## src/rtl/seven_seg_pkg.sv

```systemverilog
// -----------------------------------------------------------------------------
// seven_seg_pkg
// Shared definitions for the multiplexed seven-segment scanner:
//   - scan_state_t : per-slot scan phase (BLANK anti-ghost gap, then ON)
//   - HEX_SEG_TABLE: active-low g..a patterns for hex digits 0..F
//   - hex_to_seg   : table lookup helper
// -----------------------------------------------------------------------------
package seven_seg_pkg;

  typedef enum logic {
    BLANK = 1'b0,
    ON    = 1'b1
  } scan_state_t;

  // Entry [n] is the active-low segment pattern {g,f,e,d,c,b,a} for nibble n.
  localparam logic [15:0][6:0] HEX_SEG_TABLE = {
    7'b0001110,  // F
    7'b0000110,  // E
    7'b0100001,  // D
    7'b1000110,  // C
    7'b0000011,  // B
    7'b0001000,  // A
    7'b0010000,  // 9
    7'b0000000,  // 8
    7'b1111000,  // 7
    7'b0000010,  // 6
    7'b0010010,  // 5
    7'b0011001,  // 4
    7'b0110000,  // 3
    7'b0100100,  // 2
    7'b1111001,  // 1
    7'b1000000   // 0
  };

  function automatic logic [6:0] hex_to_seg(input logic [3:0] nibble);
    return HEX_SEG_TABLE[nibble];
  endfunction

endpackage

```

## src/rtl/seg_hex_decoder.sv

```systemverilog
// -----------------------------------------------------------------------------
// seg_hex_decoder
// Combinational hex nibble to active-low seven-segment pattern.
// Ports:
//   i_nibble : 4-bit hex value
//   o_seg    : 7-bit active-low pattern, [6:0] = g..a
// -----------------------------------------------------------------------------
module seg_hex_decoder
  import seven_seg_pkg::*;
(
  input  logic [3:0] i_nibble,
  output logic [6:0] o_seg
);

  assign o_seg = hex_to_seg(i_nibble);

endmodule

```

## src/rtl/seven_segment_scan.sv

```systemverilog
// -----------------------------------------------------------------------------
// seven_segment_scan
// Time-multiplexed driver for NUM_DIGITS common-anode seven-segment digits.
// Each digit owns a slot of DIGIT_CYCLES clocks: BLANK_CYCLES of blanking to
// stop ghosting, then an ON phase with 16-step PWM brightness. New display
// content is staged in pending registers and only becomes active at a frame
// boundary, so a frame never mixes old and new data.
// Ports:
//   clk, reset           : clock, synchronous active-high reset
//   dataIn               : hex nibble per digit, digit 0 in [3:0]
//   digitDisplay/Point/Blink : per-digit enable, decimal point, blink
//   brightness           : PWM level (15 = full on, 0 = 1/16 duty)
//   load                 : one-cycle capture strobe into pending registers
//   anode                : active-low digit drive (registered)
//   segment              : active-low, [7]=DP, [6:0]=g..a (registered)
//   frame_done           : one-cycle pulse at the start of each new frame
// -----------------------------------------------------------------------------
module seven_segment_scan
  import seven_seg_pkg::*;
#(
  parameter int NUM_DIGITS   = 8,
  parameter int DIGIT_CYCLES = 12500,
  parameter int BLANK_CYCLES = 500,
  parameter int BLINK_BITS   = 25
) (
  input  logic                    clk,
  input  logic                    reset,
  input  logic [4*NUM_DIGITS-1:0] dataIn,
  input  logic [NUM_DIGITS-1:0]   digitDisplay,
  input  logic [NUM_DIGITS-1:0]   digitPoint,
  input  logic [NUM_DIGITS-1:0]   digitBlink,
  input  logic [3:0]              brightness,
  input  logic                    load,
  output logic [NUM_DIGITS-1:0]   anode,
  output logic [7:0]              segment,
  output logic                    frame_done
);

  localparam int SLOT_W = $clog2(DIGIT_CYCLES);
  localparam int IDX_W  = $clog2(NUM_DIGITS);

  // Scan position and timing
  logic [SLOT_W-1:0]     r_slot_cnt;
  logic [IDX_W-1:0]      r_digit_idx;
  scan_state_t           r_state;
  logic [3:0]            r_pwm_cnt;
  logic [BLINK_BITS-1:0] r_blink_cnt;
  logic                  r_frame_start;

  // Staged (pending) and displayed (active) configuration
  logic [4*NUM_DIGITS-1:0] r_pend_data, r_act_data;
  logic [NUM_DIGITS-1:0]   r_pend_disp, r_act_disp;
  logic [NUM_DIGITS-1:0]   r_pend_point, r_act_point;
  logic [NUM_DIGITS-1:0]   r_pend_blink, r_act_blink;
  logic [3:0]              r_pend_bright, r_act_bright;
  logic                    r_pend_valid;

  // Output registers
  logic [NUM_DIGITS-1:0] r_anode;
  logic [7:0]            r_segment;
  logic                  r_frame_done;

  logic                  w_slot_end;
  logic                  w_frame_wrap;
  logic [IDX_W+1:0]      w_nib_base;
  logic [3:0]            w_cur_nibble;
  logic [6:0]            w_seg7;
  logic                  w_drive;
  logic [NUM_DIGITS-1:0] w_anode_next;
  logic [7:0]            w_segment_next;

  assign w_slot_end   = (r_slot_cnt == SLOT_W'(DIGIT_CYCLES - 1));
  assign w_frame_wrap = w_slot_end && (r_digit_idx == IDX_W'(NUM_DIGITS - 1));
  assign w_nib_base   = {r_digit_idx, 2'b00};
  assign w_cur_nibble = r_act_data[w_nib_base +: 4];

  seg_hex_decoder u_dec (
    .i_nibble (w_cur_nibble),
    .o_seg    (w_seg7)
  );

  // Slot counter, digit index, free-running blink counter and frame marker
  always_ff @(posedge clk) begin
    if (reset) begin
      r_slot_cnt    <= '0;
      r_digit_idx   <= '0;
      r_blink_cnt   <= '0;
      r_frame_start <= 1'b0;
    end else begin
      r_blink_cnt   <= r_blink_cnt + BLINK_BITS'(1);
      r_frame_start <= w_frame_wrap;
      if (w_slot_end) begin
        r_slot_cnt  <= '0;
        r_digit_idx <= w_frame_wrap ? '0 : r_digit_idx + IDX_W'(1);
      end else begin
        r_slot_cnt  <= r_slot_cnt + SLOT_W'(1);
      end
    end
  end

  // Per-slot BLANK/ON phase; PWM counter is held at zero while blanking so
  // every ON phase starts its duty cycle fresh
  always_ff @(posedge clk) begin
    if (reset) begin
      r_state   <= BLANK;
      r_pwm_cnt <= 4'd0;
    end else begin
      case (r_state)
        BLANK: begin
          r_pwm_cnt <= 4'd0;
          if (r_slot_cnt == SLOT_W'(BLANK_CYCLES - 1)) begin
            r_state <= ON;
          end
        end
        ON: begin
          r_pwm_cnt <= r_pwm_cnt + 4'd1;
          if (w_slot_end) begin
            r_state <= BLANK;
          end
        end
        default: begin
          r_state   <= BLANK;
          r_pwm_cnt <= 4'd0;
        end
      endcase
    end
  end

  // Pending capture on load; transfer to active only at the frame wrap. A load
  // coinciding with the wrap refills pending and waits for the next wrap.
  always_ff @(posedge clk) begin
    if (reset) begin
      r_pend_data   <= '0;
      r_pend_disp   <= '0;
      r_pend_point  <= '0;
      r_pend_blink  <= '0;
      r_pend_bright <= 4'd0;
      r_pend_valid  <= 1'b0;
      r_act_data    <= '0;
      r_act_disp    <= '0;
      r_act_point   <= '0;
      r_act_blink   <= '0;
      r_act_bright  <= 4'd0;
    end else begin
      if (w_frame_wrap && r_pend_valid) begin
        r_act_data   <= r_pend_data;
        r_act_disp   <= r_pend_disp;
        r_act_point  <= r_pend_point;
        r_act_blink  <= r_pend_blink;
        r_act_bright <= r_pend_bright;
      end
      if (load) begin
        r_pend_data   <= dataIn;
        r_pend_disp   <= digitDisplay;
        r_pend_point  <= digitPoint;
        r_pend_blink  <= digitBlink;
        r_pend_bright <= brightness;
        r_pend_valid  <= 1'b1;
      end else if (w_frame_wrap) begin
        r_pend_valid  <= 1'b0;
      end
    end
  end

  // Decide whether the current digit is lit this cycle and what it shows
  always_comb begin
    w_drive = (r_state == ON) &&
              (r_pwm_cnt <= r_act_bright) &&
              r_act_disp[r_digit_idx] &&
              !(r_act_blink[r_digit_idx] && r_blink_cnt[BLINK_BITS-1]);
    w_anode_next   = '1;
    w_segment_next = 8'hFF;
    if (w_drive) begin
      w_anode_next[r_digit_idx] = 1'b0;
      w_segment_next            = {~r_act_point[r_digit_idx], w_seg7};
    end else begin
      w_anode_next   = '1;
      w_segment_next = 8'hFF;
    end
  end

  // Output registers: one clock behind the internal scan state
  always_ff @(posedge clk) begin
    if (reset) begin
      r_anode      <= '1;
      r_segment    <= 8'hFF;
      r_frame_done <= 1'b0;
    end else begin
      r_anode      <= w_anode_next;
      r_segment    <= w_segment_next;
      r_frame_done <= r_frame_start;
    end
  end

  assign anode      = r_anode;
  assign segment    = r_segment;
  assign frame_done = r_frame_done;

endmodule

```

## config.mk

```make
export PLATFORM = sky130hd
export DESIGN_NAME = seven_segment_scan
export DESIGN_NICKNAME = d
export VERILOG_FILES = /design/src/rtl/seven_seg_pkg.sv /design/src/rtl/seg_hex_decoder.sv /design/src/rtl/seven_segment_scan.sv
export SDC_FILE = /design/constraint.sdc
export NUM_CORES = 1
export LEC_CHECK = 0
export CORE_UTILIZATION = 60
export DETAILED_ROUTE_END_ITERATION = 6
export GPL_ROUTABILITY_DRIVEN = 1
export PLACE_DENSITY = 0.84
export SETUP_SLACK_MARGIN = 0.1
export SLEW_MARGIN = 5
export SYNTH_ARGS = -nofsm -noshare
export SYNTH_HDL_FRONTEND = slang
export SYNTH_HIERARCHICAL = 1
export SYNTH_SLANG_ARGS = --single-unit
export TNS_END_PERCENT = 5
```

## constraint.sdc

```tcl
create_clock -name clk -period 8.7 [get_ports clk]
set_clock_uncertainty 0.2 [all_clocks]
set_input_delay 0.87 -clock clk [delete_from_list [all_inputs] [get_ports clk]]
set_output_delay 0.87 -clock clk [all_outputs]
set_load 0.1 [all_outputs]
```

Word level (Yosys, flattened, before mapping)
Memories as Yosys holds them, arrays and structs flattened. A register that Yosys moved wholly into a read port is not among the register bits.
Cells that the tools add are included.
{ "word_totals": {"regBits": 186, "rom_bits": 112, "wordCells": 64, "n_memories": 1} }
{ "classes": {"n_addsub": 4, "n_lt_le_gt_ge": 4, "eq_ne": 3, "shift": 1, "mux": 16, "bitwise": 4, "n_reduce_logical": 11} }
{ "memory_table": {"columns": ["memory", "words", "width", "rd", "rd_clocked_by_memory_dff", "write_ports", "line", "rtl"], "rows": [
  ["(name not given)", 16, 7, 1, 1, 0, "seven_seg_pkg.sv:36", "return HEX_SEG_TABLE[nibble];"]
]} }
{ "ops": {"columns": ["operator", "count"], "rows": [
  ["variable part select 32 x 6 -> 4 bit", 1],
  ["adder 25 x 1 -> 25 bit (second input constant)", 1],
  ["adder 14 x 1 -> 14 bit (second input constant)", 1],
  ["equality test 14 bit (second input constant)", 1],
  ["equality test 14 x 9 -> 1 bit (second input constant)", 1],
  ["binary-select mux 1 bit (select 3 bit)", 3],
  ["2-to-1 mux 1 bit", 8],
  ["inverter 8 bit", 1],
  ["case mux 4 bit (2 select lines)", 1],
  ["logical AND 1 bit", 7],
  ["2-to-1 mux 7 bit", 1],
  ["less-than comparator 4 x 5 -> 1 bit (second input constant)", 1],
  ["adder 4 x 1 -> 4 bit (second input constant)", 1],
  ["<= comparator 4 bit", 1],
  ["less-than comparator 3 x 4 -> 1 bit (second input constant)", 1],
  ["OR reduction 2 bit", 2],
  ["adder 3 x 1 -> 3 bit (second input constant)", 1],
  ["demux 1 bit (select 3 bit)", 1],
  ["equality test 3 bit (second input constant)", 1],
  ["greater-or-equal comparator 3 x 1 -> 1 bit (second input constant)", 1],
  ["2-to-1 mux 3 bit", 1],
  ["inverter 1 bit", 3],
  ["case mux 1 bit (2 select lines)", 1],
  ["nonzero test 2 bit", 1],
  ["zero test 1 bit", 1]
]} }

Longest topological paths before layout
Gate-level depths: netlist of run 1.
{ "depth": {"ltp_word": 7, "depth_mapped": 13, "depth_no_buf": 10} }

Hierarchy
Netlist of run 1, hierarchy kept.
{ "modules_own_cells": {"columns": ["mod", "n_inst", "cells_per_inst", "area_per_inst_um2"], "rows": [
  ["seven_segment_scan", 1, 829, 7594.8],
  ["seg_hex_decoder", 1, 32, 275.3]
]} }

Worst setup path before layout of run 1
No wires, ideal clock.
{ "synth_timing": {"kind": "reg2reg", "start": "register r_digit_idx[0]", "end": "register r_segment[3], in the netlist segment[3]", "setup_ns": 0.140, "arrival_time_ns": 2.787, "slack_ns": 5.574, "stages_incl_launch_ff": 12, "path_buffers": 3, "path_cell_list": "dfxtp_1 -> buf_2 -> buf_2 -> buf_1 -> and3_1 -> a21oi_1 -> o221ai_1 -> inv_1 -> ha_1 -> inv_1 -> mux4_1 -> nand3b_1"} }
{ "synth_between": {"elab_cells_between_ends": 11} }
{ "synth_lines": {"columns": ["element", "line", "rtl"], "rows": [
  ["from (decl)", "seven_segment_scan.sv:44", "logic [IDX_W-1:0] r_digit_idx;"],
  ["from (signal assigned)", "seven_segment_scan.sv:94", "r_digit_idx <= w_frame_wrap ? '0 : r_digit_idx + IDX_W'(1);"],
  ["variable part select 32 x 6 -> 4 bit", "seven_segment_scan.sv:75", "assign w_cur_nibble = r_act_data[w_nib_base +: 4];"],
  ["via w_cur_nibble[0]", "seven_segment_scan.sv:66", "logic [3:0] w_cur_nibble;"],
  ["to (decl)", "seven_segment_scan.sv:60", "logic [7:0] r_segment;"]
]} }
The timed path passes the listed nets, and every way through them passes these cells. The select of a mux whose other input is x is not followed.
A chain may end at the register's enable or synchronous reset.

Worst setup path after layout of run 1
{ "layout_timing": {"start": "register r_digit_idx[2]", "end": "register r_segment[3], in the netlist segment[3]"} }
The elaborated chain is that of the path after synthesis.

==> flow_summary.toml, run 1 <==
[route]
maxUsedRoutingLayer = "met4"
ant_nets = 0
met3WireLength_um = 783
via_count = 6347
drc = 0
avgViaCountPerCell = 5.87
wl_met2_mm = 8.48
routed_wl_mm = 17.2
wl_met1_mm = 7.63
dr.first_iter.drc_count = 565
wl_per_cell_um = 15.9
first_pass_iters = 5

[die]
die_area_um2 = 13600
die_y_um = 117
die_w_um = 117
initial_core_util_pct = 61.9
num_rows = 41
io-pin-count = 80
core_area_um2 = 12700

[timing]
hold_viol_final = 0
relSlewSlack_pct = 18.3
final-max-slew-violation-count = 0
finalSetupTns_ns = 0
max_freq_ghz = 0.294
tightest_slew_ns = 1.23
rsz0062_at_grt = "no"
timing.final.crit_share_pct = 39.2
fin_crit_ns = 3.41
setup_viol = 0

[pwr]
comb_power_share_pct = 4.4
p_int_mw = 1.44
seqPwrFrac_pct = 48.8
p_sw_share_pct = 20.4
peakVddDrop_v = 0.000136
clkPwrFrac_pct = 46.8
p_leak_nw = 3.31
power_per_cell_area_nw_per_um2 = 195
p_sw_mw = 0.370

[cts]
clk_latency_ns = 0.43
clk_pin_slew_ns = 0.07
cts_made_buffers = 17
cts_root_buffer = "clkbuf_16"
ctsResizeCount = 0
post_cts_buffers = 0
cts_tree = "yes"
clock-sinks = 186
htree_levels = 4
cts_hold_buf = 0
clk_path_buf_depth = 2

[finish]
diodes = 0
area_growth_syn_to_layout_pct = 17.9
drive_gt1_share_pct = 6.27
layout.nets = 975
fin_cells = 1081

[critical_path]
worstPathRequired_ns = 8.78
end_kind = "flip-flop"
criticalPathCategory = "flip-flop to flip-flop"
cp_max_fo = 25
critPathBufInv = 3
critPathTopFamily = "flip-flops"
critPathMaxStageDelay_ns = 0.83
path_common_cell = "inv_1"
cp_slowest_cell = "dfxtp_1"
path_cells = "inv_1, o22a_1, o221ai_1, inv_1, ha_1, inv_1, mux4_1, nand3b_1"
reg2reg_slack_ns = 5.29
critPathArrivalTime_ns = 3.49
startpoint_type = "flip-flop"

[synth]
syn_area_um2 = 7870
synth-edff-count = 0
yosysUniqueCellTypes = 60
synth_nets = 940
synthArstFlopShare_pct = 0
ys_seq_area_share_pct = 47.3
avgSynthCellArea_um2 = 9.14
synth_top_flop_cell = "dfxtp_1"
ys_warn_count = 6
netlist_instances = 861
ys_seq_elements = 186

[global_routing]
grt.overflow.total = 0
grt_pass1_vias = 5816
grt_pass1_wl_mm = 27.9
antenna_found_initial = 0
grt_max_degree = 83
track_usage_pct = 26.4

[worst_hold_path]
min-delay-path-class = "flip-flop to flip-flop"

[outcome]
status = "finished, final reports clean"

[place]
portBuffers = 79
place_inst = 1049
gp_congestion = 0.855
dp_hpwl_mm = 10.6

[job]
cap_violations = 0
[area by class of cell]
type | instances | area, um^2
clock buffers | 20 | 457
clock inverters | 12 | 195
fillers | 986 | 3440
inverters | 15 | 56.3
multi-input cells | 592 | 3810
flip-flops and latches | 186 | 3720
well taps | 172 | 215
repair buffers | 84 | 823
[sequential cells by signal, indices dropped and copies added, names as in the netlist, 14 cells and up]
signal	count
r_slot_cnt	14
r_blink_cnt	25
r_act_data	32
r_pend_data	32
[placed cells by master, fill, tap and decap left out, types with 7 or more instances in the layout]
cell type / synthesis / layout
clkdlybuf4s50_1: 0 / 77
nand2_1: 27 / 27
nand4_1: 13 / 13
mux2i_1: 72 / 72
buf_4: 0 / 7
nor2_1: 97 / 97
nand3b_1: 12 / 12
nand3_1: 78 / 78
nor4_1: 8 / 8
o21ai_0: 64 / 64
dfxtp_1: 186 / 186
or3_1: 8 / 8
ha_1: 16 / 16
or4_1: 8 / 8
clkbuf_16: 0 / 17
o31ai_1: 9 / 9
xnor2_1: 18 / 18
a21oi_1: 83 / 83
inv_1: 15 / 15
[power groups by stage]
stage / logic, mW / registers [mW] / clock network [mW]
floorplan: 0.0439 / 0.897 / 0
global placement: 0.0772 / 0.901 / 0
detailed placement: 0.0787 / 0.901 / 0
CTS: 0.0795 / 0.882 / 0.853
global route: 0.0855 / 0.884 / 0.890
finish: 0.0788 / 0.883 / 0.847
[worst register-to-register path, cell delays in order (launching register included)]
cell,delay [ns]
dfxtp_1,0.83
inv_1,0.22
o22a_1,0.26
o221ai_1,0.51
inv_1,0.22
ha_1,0.34
inv_1,0.05
mux4_1,0.47
nand3b_1,0.16
[cell families after synthesis]
kind of cell,count (synthesis),share of synthesized area [%]
and+or+nand+nor,290,18.9
DFF,186,47.3
AOI/OAI and AO/OA,180,12.8
buffers and inverters,83,4.32
muxes,83,11.5
xor gates and xnor gates,23,2.56
adders and majority gates,16,2.54
[worst paths after layout]
| path | to | from | cells past startpoint |
|---|---|---|---|
| max reg2reg | segment[3] | r_digit_idx[2] | 8 |
| max | segment[3] | r_digit_idx[2] | 8 |
| min reg2reg | frame_done | r_frame_start | 1 |
| min | frame_done | r_frame_start | 1 |
[metrics by stage]
step	power, mW	setup WS (ns)	hold slack [ns]	instance area, um^2	utilization (%)
after CTS	1.81	5.36	0.252	9280	72.9
after global routing	1.86	5.05	0.254	9280	72.9
after floorplan	0.941	5.57	0.214	7870	-
after detailed placement	0.980	5.43	0.232	8630	67.8
final	1.81	5.29	0.252	9280	72.9
after global placement	0.978	5.48	0.230	8630	67.8
[cells in the mapped netlist (4+ instances only)]
library cell,instances,area share [%]
ha_1,16,2.5
nand3_1,78,5.0
nand3b_1,12,1.1
or4_1,8,0.76
o21ai_0,64,4.1
xor2_1,5,0.56
dfxtp_1,186,47
and3_1,6,0.48
buf_1,8,0.38
o31ai_1,9,0.86
nor2_1,97,4.6
mux4_2,4,1.1
mux2i_1,72,9.2
buf_2,11,0.70
nor4_1,8,0.64
or3_1,8,0.64
inv_1,15,0.72
a21oi_1,83,5.3
nor3_1,6,0.38
clkbuf_1,47,2.2
nand4b_1,4,0.45
xnor2_1,18,2.0
mux2_2,5,0.72
nand4_1,13,1.0
nand2_1,27,1.3
o21ai_1,6,0.38
[per-layer routing]
metal | track usage, % | up-vias
met2 | 44.9 | 150
met5 | 0 | -
li1 | - | 3139
met3 | 5.66 | 22
met4 | 9.79 | 0
met1 | 32.9 | 3036
Note: power is estimated with default switching activity, not from simulation.
==> run 2, diff against run 1 <==
--- a/config.mk
+++ b/config.mk
@@ -5,10 +5,10 @@
 export SDC_FILE = /design/constraint.sdc
 export NUM_CORES = 1
 export LEC_CHECK = 0
-export CORE_UTILIZATION = 60
+export CORE_UTILIZATION = 51
 export DETAILED_ROUTE_END_ITERATION = 6
 export GPL_ROUTABILITY_DRIVEN = 1
-export PLACE_DENSITY = 0.84
+export PLACE_DENSITY = 0.76
 export SETUP_SLACK_MARGIN = 0.1
 export SLEW_MARGIN = 5
 export SYNTH_ARGS = -nofsm -noshare
==> constraint.sdc (replaced) <==
create_clock -name clk -period 2.9 [get_ports clk]
set_clock_uncertainty 0.2 [all_clocks]
set_input_delay 0.29 -clock clk [delete_from_list [all_inputs] [get_ports clk]]
set_output_delay 0.29 -clock clk [all_outputs]
set_load 0.1 [all_outputs]
==> flow_summary.toml, run 2 (synthesis gave the netlist of run 1 again) <==
[global_routing]
track_usage_pct = 21.8
grt_pass1_wl_mm = 28.1
grt.overflow.total = 0
grt_pass1_vias = 5807
antenna_found_initial = 0
grt_max_degree = 151

[critical_path]
criticalPathCategory = "flip-flop to flip-flop"
startpoint_type = "flip-flop"
critPathMaxStageDelay_ns = 0.45
end_kind = "flip-flop"
cp_max_fo = 13
critPathArrivalTime_ns = 2.80
worstPathRequired_ns = 3.06
cp_slowest_cell = "a221o_1"
path_cells = "buf_4, mux2i_1, o21ai_0, a221o_1, inv_2, ha_1, and2b_2, or3b_1, o21ai_0, nand3b_1"
path_common_cell = "o21ai_0"

[finish]
largestRegisters = "r_act_data x32, r_pend_data x32, r_blink_cnt x25"
fin_util_pct = 62.0
seqCellArea_um2 = 3720
area_growth_syn_to_layout_pct = 19.3
fillers = 1250
drive_gt1_share_pct = 10.1
fin_cells = 1113
final_cell_mix = "dfxtp_1 (185), nor2_1 (97), a21oi_1 (83)"
multiInputGateArea_um2 = 3810
diodes = 0
layout.nets = 991
final_common_cell = "dfxtp_1"

[place]
dp_hpwl_mm = 10.9
place_inst = 1081
gp_congestion = 0.844
portBuffers = 79

[pwr]
peakVddDrop_v = 0.000442
power_per_cell_area_nw_per_um2 = 571
p_leak_nw = 3.38

[route]
wl_per_cell_um = 15.3
dr.first_iter.drc_count = 450
first_pass_iters = 6
routed_wl_mm = 17.0
avgViaCountPerCell = 5.62
via_count = 6256
ant_nets = 0
drc = 0

[die]
num_rows = 45
die_y_um = 126
io-pin-count = 80
die_w_um = 126
core_area_um2 = 15100
die_area_um2 = 15900
initial_core_util_pct = 52.0

[cts]
cts_root_buffer = "clkbuf_16"
clk_pin_slew_ns = 0.06
htree_levels = 4
cts_made_buffers = 17
clock-sinks = 186
cts_tree = "yes"
clk_latency_ns = 0.43
clk_path_buf_depth = 2

[timing]
max_freq_ghz = 0.380
final-max-slew-violation-count = 0
rsz0062_at_grt = "no"
relSlewSlack_pct = 57.9
timing.final.crit_share_pct = 90.7
fin_crit_ns = 2.63
hold_viol_final = 0
tightest_slew_ns = 0.632
finalSetupTns_ns = 0
setup_viol = 0

[worst_hold_path]
min-delay-path-class = "input pin to flip-flop"

[job]
cap_violations = 0

[outcome]
status = "finished, final reports clean"
run 2: cell types whose count changed in the layout (fill, tap and decap cells not counted), sizes merged:
cell	previous run	this run
bufinv	5	4
clkbuf	20	19
clkdlybuf4s50	77	60
inv	15	19
buf	7	40
clkinv	6	2
clkinvlp	1	3
run 2: per-layer routing:
layer  vias up  track usage [%]  routed length, um
met2       140             35.1               7830
met3        14             5.06                735
met1      2946             29.2               8280
met4         0             5.81                156
met5         -                0                  0
li1       3156                -                  -
run 2: repair_timing:
item                                    4_1_cts  5_1_grt
setup buffers                                 0        0
endpoints found under the setup margin        0        2
resized for setup                             0        2
hold buffers                                  0        0
run 2: path summary, 6_finish.rpt:
kind / slack [ns] / to / start / depth (start not counted)
max: 0.27 / segment[0] / r_digit_idx[0] / 10
min: 0.08 / r_pend_valid / reset / 3
max reg2reg: 0.27 / segment[0] / r_digit_idx[0] / 10
min reg2reg: 0.25 / r_slot_cnt[0] / r_slot_cnt[0] / 1
run 2: layout make-up:
cell class,instances,area share [%]
inverters,15,0.600
clock inverters,13,2.00
multi-input cells,592,40.6
well taps,188,2.51
flip-flops and latches,186,39.7
repair buffers,100,9.86
clock buffers,19,4.72
run 2: critical path, delay by kind of cell, from the launching register on:
kind | cells | cell delay, ns
mux | 1 | 0.20
flops | 1 | 0.34
compound gates | 3 | 0.60
simple gates | 3 | 0.70
buf+inv | 2 | 0.36
fa+ha+maj | 1 | 0.18
run 2: metrics by stage:
stage | hold slack [ns] | total power [mW] | setup slack, ns | area [um^2]
after floorplan | 0.214 | 2.82 | 0.0915 | 7890
after global placement | 0.218 | 2.94 | 0.316 | 8760
after detailed placement | 0.245 | 2.94 | 0.217 | 8760
after CTS | 0.0690 | 5.40 | 0.198 | 9390
after global routing | 0.0720 | 5.55 | 0.113 | 9390
final | 0.0774 | 5.36 | 0.268 | 9390
run 2: where the power goes:
group	switching [mW]	total, mW	internal [mW]
clock	1.00	2.47	1.47
combinational	0.105	0.240	0.135
sequential	0.0340	2.65	2.61
total	1.14	5.36	4.22
==> run 3, diff against run 2 <==
--- a/config.mk
+++ b/config.mk
@@ -5,10 +5,10 @@
 export SDC_FILE = /design/constraint.sdc
 export NUM_CORES = 1
 export LEC_CHECK = 0
-export CORE_UTILIZATION = 51
+export CORE_UTILIZATION = 60
 export DETAILED_ROUTE_END_ITERATION = 6
 export GPL_ROUTABILITY_DRIVEN = 1
-export PLACE_DENSITY = 0.76
+export PLACE_DENSITY = 0.84
 export SETUP_SLACK_MARGIN = 0.1
 export SLEW_MARGIN = 5
 export SYNTH_ARGS = -nofsm -noshare
==> constraint.sdc (replaced) <==
create_clock -name clk -period 3.4 [get_ports clk]
set_clock_uncertainty 0.2 [all_clocks]
set_input_delay 0.34 -clock clk [delete_from_list [all_inputs] [get_ports clk]]
set_output_delay 0.34 -clock clk [all_outputs]
set_load 0.1 [all_outputs]
==> flow_summary.toml, run 3 (synthesis gave the netlist of run 1 again) <==
[critical_path]
cp_num_cells = 10
path_cells = "buf_4, mux2i_1, o21ai_0, a221o_1, inv_1, ha_1, and2b_2, or3b_1, o21ai_0, nand3b_1"
reg2reg_depth = 10
path_common_cell = "o21ai_0"
critPathTopFamily = "simple AND/OR/NAND/NOR gates"
critPathArrivalTime_ns = 3.10
criticalPathCategory = "flip-flop to flip-flop"
cp_slowest_cell = "dfxtp_1"
cp_max_fo = 9
critPathBufInv = 2
worstPathRequired_ns = 3.57
critPathMaxStageDelay_ns = 0.48
startpoint_type = "flip-flop"
end_kind = "flip-flop"

[global_routing]
grt.overflow.total = 0
grt_pass1_vias = 5855
antenna_found_initial = 0
grt_max_degree = 106
track_usage_pct = 26.3
grt_pass1_wl_mm = 28.0

[cts]
post_cts_buffers = 0
cts_hold_buf = 0
clock-sinks = 186
clk_pin_slew_ns = 0.07
cts_made_buffers = 17
clk_latency_ns = 0.43
clk_path_buf_depth = 2
cts_tree = "yes"
ctsResizeCount = 0
htree_levels = 4
cts_root_buffer = "clkbuf_16"

[finish]
multiInputGateArea_um2 = 3810
final_cell_mix = "dfxtp_1 (186), nor2_1 (97), a21oi_1 (83)"
stdcell_area_um2 = 9310
fin_cells = 1091
drive_gt1_share_pct = 6.96
seqCellArea_um2 = 3720
fin_util_pct = 73.2
fillers = 970
final_common_cell = "dfxtp_1"
area_growth_syn_to_layout_pct = 18.3
diodes = 0
layout.nets = 985
largestRegisters = "r_act_data x32, r_pend_data x32, r_blink_cnt x25"

[job]
cap_violations = 0

[pwr]
peakVddDrop_v = 0.000315
comb_power_share_pct = 4.5
finalPower_mw = 4.51
p_sw_share_pct = 20.7
p_int_mw = 3.57
clkPwrFrac_pct = 45.4
power_per_cell_area_nw_per_um2 = 484
seqPwrFrac_pct = 50.1
p_leak_nw = 3.33
p_sw_mw = 0.934

[timing]
fin_crit_ns = 2.94
final-max-slew-violation-count = 0
relSlewSlack_pct = 30.0
finalSetupTns_ns = 0
timing.final.crit_share_pct = 86.4
max_freq_ghz = 0.340
hold_viol_final = 0
tightest_slew_ns = 1.05
rsz0062_at_grt = "no"
setup_viol = 0

[place]
portBuffers = 79
placed_area_um2 = 8700
gp_congestion = 0.851
place_inst = 1059
dp_hpwl_mm = 11.0

[route]
drc = 0
via_count = 6384
routed_wl_mm = 17.1
dr.first_iter.drc_count = 650
wl_per_cell_um = 15.7
avgViaCountPerCell = 5.85
ant_nets = 0
first_pass_iters = 7

[worst_hold_path]
min-delay-path-class = "input pin to flip-flop"
holdPathStages = 2

[die]
num_rows = 41
core_area_um2 = 12700
die_area_um2 = 13600
io-pin-count = 80
die_w_um = 117
die_y_um = 117
initial_core_util_pct = 61.9

[outcome]
status = "finished, final reports clean"
[run 3: stage by stage]
step	setup WS, ns	hold WS, ns
floorplan	0.274	0.214
global placement	0.617	0.222
detailed placement	0.534	0.237
CTS	0.458	0.144
global route	0.227	0.165
finish	0.463	0.149
[run 3: per-layer routing]
| metal | routed length [um] | part of all wire [%] | track usage (%) | vias up |
|---|---|---|---|---|
| li1 | - | - | - | 3152 |
| met1 | 7510 | 44 | 32.9 | 3046 |
| met2 | 8360 | 49 | 44.0 | 158 |
| met3 | 966 | 5.6 | 6.49 | 28 |
| met4 | 289 | 1.7 | 9.79 | 0 |
| met5 | 0 | 0 | 0 | - |
[run 3: area by class of cell]
class / count / area share [%]
Multi-Input combinational cell: 592 / 40.9
Timing Repair Buffer: 94 / 9.65
Clock inverter: 11 / 1.83
Sequential cell: 186 / 40.0
Inverter: 15 / 0.605
Clock buffer: 21 / 4.73
Tap cell: 172 / 2.31
[run 3: worst paths after layout]
check | from | endpoint | slack [ns]
hold reg to reg | r_slot_cnt[0] | r_slot_cnt[0] | 0.25
setup / recovery | r_digit_idx[0] | segment[0] | 0.46
setup reg to reg | r_digit_idx[0] | segment[0] | 0.46
hold / removal | reset | r_pend_disp[4] | 0.15
[run 3: power by group through the flow]
stage	Clock, mW	Sequential (mW)	Combinational [mW]
after floorplan	0	2.30	0.112
after global placement	0	2.30	0.197
after detailed placement	0	2.31	0.201
after CTS	2.07	2.26	0.204
after global routing	2.17	2.26	0.220
final	2.05	2.26	0.202
